**config.mk**
```make
export PLATFORM = sky130hd
export DESIGN_NAME = rca_serial_32bit
export DESIGN_NICKNAME = d
export VERILOG_FILES = /design/src/rtl/rca_pkg.sv /design/src/rtl/rca_digit.sv /design/src/rtl/rca_serial_32bit.sv
export SDC_FILE = /design/constraint.sdc
export NUM_CORES = 1
export LEC_CHECK = 0
export BUFFER_PORTS_ARGS = -buffer_cell sky130_fd_sc_hd__buf_2
export CORE_UTILIZATION = 50
export CTS_CLUSTER_SIZE = 10
export DETAILED_ROUTE_END_ITERATION = 7
export PLACE_DENSITY = 0.75
export REMOVE_ABC_BUFFERS = 1
export SETUP_SLACK_MARGIN = 0.15
export SYNTH_ARGS = -nofsm -noshare
export SYNTH_HDL_FRONTEND = slang
export SYNTH_SLANG_ARGS = --single-unit
```
**constraint.sdc**
```tcl
create_clock -name clk -period 1.9 [get_ports clk]
set_input_delay 0.19 -clock clk [delete_from_list [all_inputs] [get_ports clk]]
set_output_delay 0.19 -clock clk [all_outputs]
set_load 0.02 [all_outputs]
```
**src/rtl/rca_pkg.sv**
```systemverilog
// Shared constants, FSM state type and full-adder helper for the digit-serial adder.
// Latency: none (package only).
// Backpressure: none (package only).
package rca_pkg;

    localparam int RCA_WIDTH = 32;
    localparam int RCA_DIGIT = 4;
    localparam int RCA_N     = RCA_WIDTH / RCA_DIGIT;
    localparam int RCA_CNT_W = $clog2(RCA_N);

    typedef enum logic [1:0] {
        IDLE = 2'd0,
        RUN  = 2'd1,
        DONE = 2'd2
    } rca_state_t;

    // A single-digit configuration (N=1) still needs a 1-bit counter.
    function automatic int cnt_width(input int n);
        return (n > 1) ? $clog2(n) : 1;
    endfunction

    // One full-adder cell: returns {carry_out, sum_bit}.
    function automatic logic [1:0] full_add(input logic x, input logic y, input logic ci);
        return {(x & y) | (ci & (x ^ y)), x ^ y ^ ci};
    endfunction

endpackage

```
**src/rtl/rca_digit.sv**
```systemverilog
// Combinational W-bit ripple adder built from full-adder cells; also exposes carry into its MSB.
// Latency: 0 cycles (pure combinational).
// Backpressure: none.
module rca_digit
    import rca_pkg::*;
#(
    parameter int W = RCA_DIGIT
) (
    input  logic [W-1:0] a,
    input  logic [W-1:0] b,
    input  logic         cin,
    output logic [W-1:0] sum,
    output logic         cout,
    output logic         cmsb
);

    logic       c_run;
    logic [1:0] fa;

    // Ripple the carry through W full-adder cells, remembering the carry entering the top cell.
    always_comb begin
        c_run = cin;
        cmsb  = cin;
        sum   = '0;
        fa    = '0;
        for (int i = 0; i < W; i++) begin
            cmsb   = c_run;
            fa     = full_add(a[i], b[i], c_run);
            sum[i] = fa[0];
            c_run  = fa[1];
        end
        cout = c_run;
    end

endmodule

```
**src/rtl/rca_serial_32bit.sv**
```systemverilog
// Digit-serial ripple-carry adder: a + b + cin, DIGIT bits per cycle; RCA_OVERFLOW_EN adds a signed overflow output.
// Latency: start accepted at edge E, done pulses for the cycle after edge E+N (N = WIDTH/DIGIT).
// Backpressure: start is taken only in IDLE/DONE; a start during RUN is dropped, not queued.
module rca_serial_32bit
    import rca_pkg::*;
#(
    parameter int WIDTH = RCA_WIDTH,
    parameter int DIGIT = RCA_DIGIT
) (
    input  logic             clk,
    input  logic             rst_n,
    input  logic             start,
    input  logic [WIDTH-1:0] a,
    input  logic [WIDTH-1:0] b,
    input  logic             cin,
    output logic             busy,
    output logic             done,
    output logic [WIDTH-1:0] sum,
    output logic             carry
`ifdef RCA_OVERFLOW_EN
    ,
    output logic             overflow
`endif
);

    localparam int N  = WIDTH / DIGIT;
    localparam int CW = cnt_width(N);
    localparam logic [CW-1:0] CNT_LAST = CW'(N - 1);

    rca_state_t            state;
    logic [WIDTH-1:0]      a_sh;
    logic [WIDTH-1:0]      b_sh;
    logic [WIDTH-1:0]      sum_sh;
    logic                  c_reg;
    logic [CW-1:0]         cnt;

    logic [DIGIT-1:0]       d_sum;
    logic                   d_cout;
    logic                   d_cmsb;
    logic [WIDTH+DIGIT-1:0] sum_cat;
    logic [WIDTH-1:0]       sum_nxt;

    rca_digit #(.W(DIGIT)) u_digit (
        .a    (a_sh[DIGIT-1:0]),
        .b    (b_sh[DIGIT-1:0]),
        .cin  (c_reg),
        .sum  (d_sum),
        .cout (d_cout),
        .cmsb (d_cmsb)
    );

    // New digit enters at the top; after N shifts digit 0 has reached the LSB.
    assign sum_cat = {d_sum, sum_sh};
    assign sum_nxt = sum_cat[WIDTH+DIGIT-1:DIGIT];

    // FSM, operand/sum shift registers, carry, counter and result registers.
    always_ff @(posedge clk or negedge rst_n) begin
        if (!rst_n) begin
            state  <= IDLE;
            a_sh   <= '0;
            b_sh   <= '0;
            sum_sh <= '0;
            c_reg  <= 1'b0;
            cnt    <= '0;
            busy   <= 1'b0;
            done   <= 1'b0;
            sum    <= '0;
            carry  <= 1'b0;
`ifdef RCA_OVERFLOW_EN
            overflow <= 1'b0;
`endif
        end else begin
            done <= 1'b0;
            case (state)
                IDLE, DONE: begin
                    if (start) begin
                        a_sh  <= a;
                        b_sh  <= b;
                        c_reg <= cin;
                        cnt   <= '0;
                        busy  <= 1'b1;
                        state <= RUN;
                    end else begin
                        state <= IDLE;
                    end
                end
                RUN: begin
                    a_sh   <= a_sh >> DIGIT;
                    b_sh   <= b_sh >> DIGIT;
                    sum_sh <= sum_nxt;
                    c_reg  <= d_cout;
                    cnt    <= cnt + CW'(1);
                    if (cnt == CNT_LAST) begin
                        state <= DONE;
                        busy  <= 1'b0;
                        done  <= 1'b1;
                        sum   <= sum_nxt;
                        carry <= d_cout;
`ifdef RCA_OVERFLOW_EN
                        overflow <= d_cmsb ^ d_cout;
`endif
                    end
                end
                default: begin
                    state <= IDLE;
                    busy  <= 1'b0;
                end
            endcase
        end
    end

`ifndef RCA_OVERFLOW_EN
    // The MSB carry only feeds the optional overflow flag.
    logic unused_cmsb;
    assign unused_cmsb = d_cmsb;
`endif

endmodule
```
==> run summary <==
Status - finished with violations
Failing checks - negative setup slack
Die Width - 109 µm
Final Cell Area - 7230 µm²
Max stage delay on crit path - 0.39 ns
Setup CP Type - flop to flop
# diodes - 0
Ys async rst share - 1.00
Syn Inst Count - 533
WHS Path Cells - 3
Clock slew seen by the registers of the worst setup and hold paths - 0.06 ns
Min Tclk post-route - 2.06 ns
Worst min path class - input pin to flop
Critical Path Sink - c_reg$_DFFE_PN0P_
Core Area - 11000 µm²
RePlAce Congestion - 0.760
Clock sink count - 133
Worst-path fanout max - 2
Crit end category - flop
Worst Setup Start Kind - flop
#FFs+latches synth - 133
Io pins - 103
Nets - 721
Critical path depth - 9
Final setup viols - 4
Net Sw Frac - 0.358
Post-synthesis compound-gate area fraction - 0.102
Area of the multi-input gates - 2220 µm²
Final setup skew - 0.00808 ns
CP most frequent cell - fa_2
Logic pwr share - 0.373
Largest family of logic cells by synthesized area - simple AND/OR/NAND/NOR gates
Mapped Area - 5770 µm²
Fraction of layout cells with a size suffix above 1 - 0.312
Antenna violations before repair - 1
Vias/cell - 5.45
Sequential share of the synthesized area - 0.577
Slew Viols, Final - 0
Fill cells - 843
Worst EP arrival - 2.40 ns
Clk_lat worst skew - 0.41 ns
Count of buffers from port buffering - 102
Pwr/cell area - 1830 nW/µm²
CTS buffer count - 17
Register area - 3330 µm²
Routed wire length - 12.4 mm
FP Rows - 38
Iter 0 DRT Violations - 264
Total grt overflow - 0
CTS tree - done
Ys Warns - 0
Slew margin rel. - 0.672
P_leak - 3.49 nW
Global-route wire length before repair - 20.1 mm
Worst IR Drop VDD - 0.00102 V
Placed inst area - 6500 µm²
Switching power of the nets - 0.00473 W
Share of power burned in registers - 0.382
Post-synthesis mux area share - 0.109
Worst EP required - 2.24 ns
# DRC - 0
Top FF cell, synth - dfrtp_1
Starting density of the core - 0.523
DP HPWL - 7.73 mm
WP buf/inv - 3
Total power draw - 0.0132 W
F_max - 0.484 GHz
Synthesized-area fraction occupied by and/or/nand/nor cells - 0.148
Via Count - 4363
Worst reg2reg path endpoint - c_reg$_DFFE_PN0P_
Slowest cell on the critical path - fa_2
Actual slew at the worst max-slew pin - 0.492 ns
Htree depth - 4
Final Hold Vio Count - 0
CP delay by family, top - adder cells
P_int - 0.00849 W
Worst setup margin - -0.164 ns
Drt wl/cell - 15.5 µm
Clock network power share - 0.245
Crit path from - b_sh[0]$_DFFE_PN0P_
Layout area overhead - 25.3%
Worst R2R Path Depth - 9
Crit Reg-Reg Startpoint - b_sh[0]$_DFFE_PN0P_
Top Registers - a_sh x32, b_sh x32, sum x32
Total GRT Usage - 0.221
Period utilization - 1.09
Synth cell types - 26
Root buf cell - clkbuf_16
Post-synth EDFFs - 0
Full die area - 12000 µm²
FF-to-FF setup slack - -0.16 ns
Longest Clk Path Bufs - 2
Xor and xnor area share after synthesis - 0
Syn_area_per_cell - 10.8 µm²
Synth Area in Adders - 0.0182
Routed Antenna Nets - 0
Max-cap violations - 0
Worst hold margin - 0.0353 ns
DRT Pass-1 Iters - 4
RSZ-0062 raised after global routing - yes
Vias in the first global route - 4294
Post-Place Worst Slack - -0.290 ns
Worst path cell trace - inv_2 -> fa_2 -> inv_2 -> fa_2 -> fa_2 -> inv_2 -> fa_2 -> mux2_4 -> a21oi_2
Largest net degree at the start of global routing - 71
Die Y - 109 µm
## cells by family after synthesis
kind of cell	after synthesis
fa+ha+maj	6
simple gates	195
compound gates	93
buf+inv	51
mux	55
flops	133
## timing repair
item,in CTS,in global routing
setup endpoints to repair,7,6
gates resized for setup,13,4
pin swaps,6,1
gates cloned,0,0
endpoints found under the hold margin,55,2
hold buffers,7,2
buffers inserted,0,3
## layout make-up
cell class	count	share of cell area
clock buffers	19	0.0599
clock inverters	13	0.0220
inverters	9	0.00467
multi-input cells	349	0.307
flip-flops and latches	133	0.461
well taps	140	0.0242
repair buffers	137	0.121
## layout by cell type (no fill, tap or decap), types with 9 or more instances in the layout
| cell type | count |
|---|---|
| clkbuf_16 | 17 |
| a21oi_1 | 18 |
| buf_4 | 20 |
| dfrtp_1 | 132 |
| nor2_1 | 38 |
| nor3_1 | 34 |
| mux2_4 | 12 |
| mux2_2 | 19 |
| nand2_1 | 89 |
| buf_2 | 101 |
| a211oi_1 | 19 |
| nand3_1 | 9 |
| dlygate4sd3_1 | 9 |
| mux2i_1 | 22 |
| o22ai_1 | 34 |
| nor2b_1 | 16 |
## tightest hold or removal path, delay by kind of cell
kind,cells,cell delay (ns)
buf+inv,1,0.08
simple gates,1,0.09
compound gates,1,0.05
## cells in the mapped netlist, drive strengths merged (3+ instances only)
library cell / n / share of area
inv: 9 / 0.0059
a211oi: 19 / 0.025
nor2b: 18 / 0.020
mux2: 33 / 0.071
and2b: 3 / 0.0039
nand2: 90 / 0.059
o21ai: 11 / 0.0095
a21oi: 19 / 0.016
fa: 4 / 0.014
a22o: 6 / 0.0091
a22oi: 4 / 0.0052
buf: 33 / 0.034
nand3: 9 / 0.0078
dfrtp: 133 / 0.58
mux2i: 22 / 0.038
nor3: 34 / 0.029
clkbuf: 9 / 0.0059
o22ai: 34 / 0.037
nor2: 38 / 0.025
## power by group through the flow
stage	combinational [W]	sequential, W	clock (W)
2_1_floorplan	0.00278	0.00533	0
3_3_place_gp	0.00453	0.00497	0
3_5_place_dp	0.00473	0.00506	0
4_1_cts	0.00486	0.00504	0.00332
5_1_grt	0.00549	0.00521	0.00344
6_report	0.00493	0.00504	0.00324
## worst min-delay path by stage
stage	start	to	slack (ns)
after floorplan	rst_n	a_sh[0]$_DFFE_PN0P_	-0.11
after global placement	rst_n	sum[4]$_DFFE_PN0P_	0.16
after detailed placement	rst_n	sum[4]$_DFFE_PN0P_	0.17
after CTS	b[29]	b_sh[29]$_DFFE_PN0P_	0.002
after global routing	a[6]	a_sh[6]$_DFFE_PN0P_	0.03
final	b[25]	b_sh[25]$_DFFE_PN0P_	0.04
## metal layers
metal / track usage / vias to the layer above / part of all wire
met4: 0.0552 / 0 / 0.0089
met3: 0.0836 / 11 / 0.064
met5: 0 / - / 0
li1: - / 2077 / -
met1: 0.276 / 2139 / 0.44
met2: 0.363 / 136 / 0.49
## metrics by stage
| stage | util | setup TNS [ns] | std cells |
|---|---|---|---|
| floorplan | - | -145.58 | 491 |
| global placement | 0.589 | -0.591 | 756 |
| detailed placement | 0.589 | -0.948 | 756 |
| CTS | 0.650 | -0.567 | 795 |
| global route | 0.655 | -0.753 | 800 |
| finish | 0.655 | -0.496 | 800 |
No activity file was read; power rests on OpenSTA's default activity.
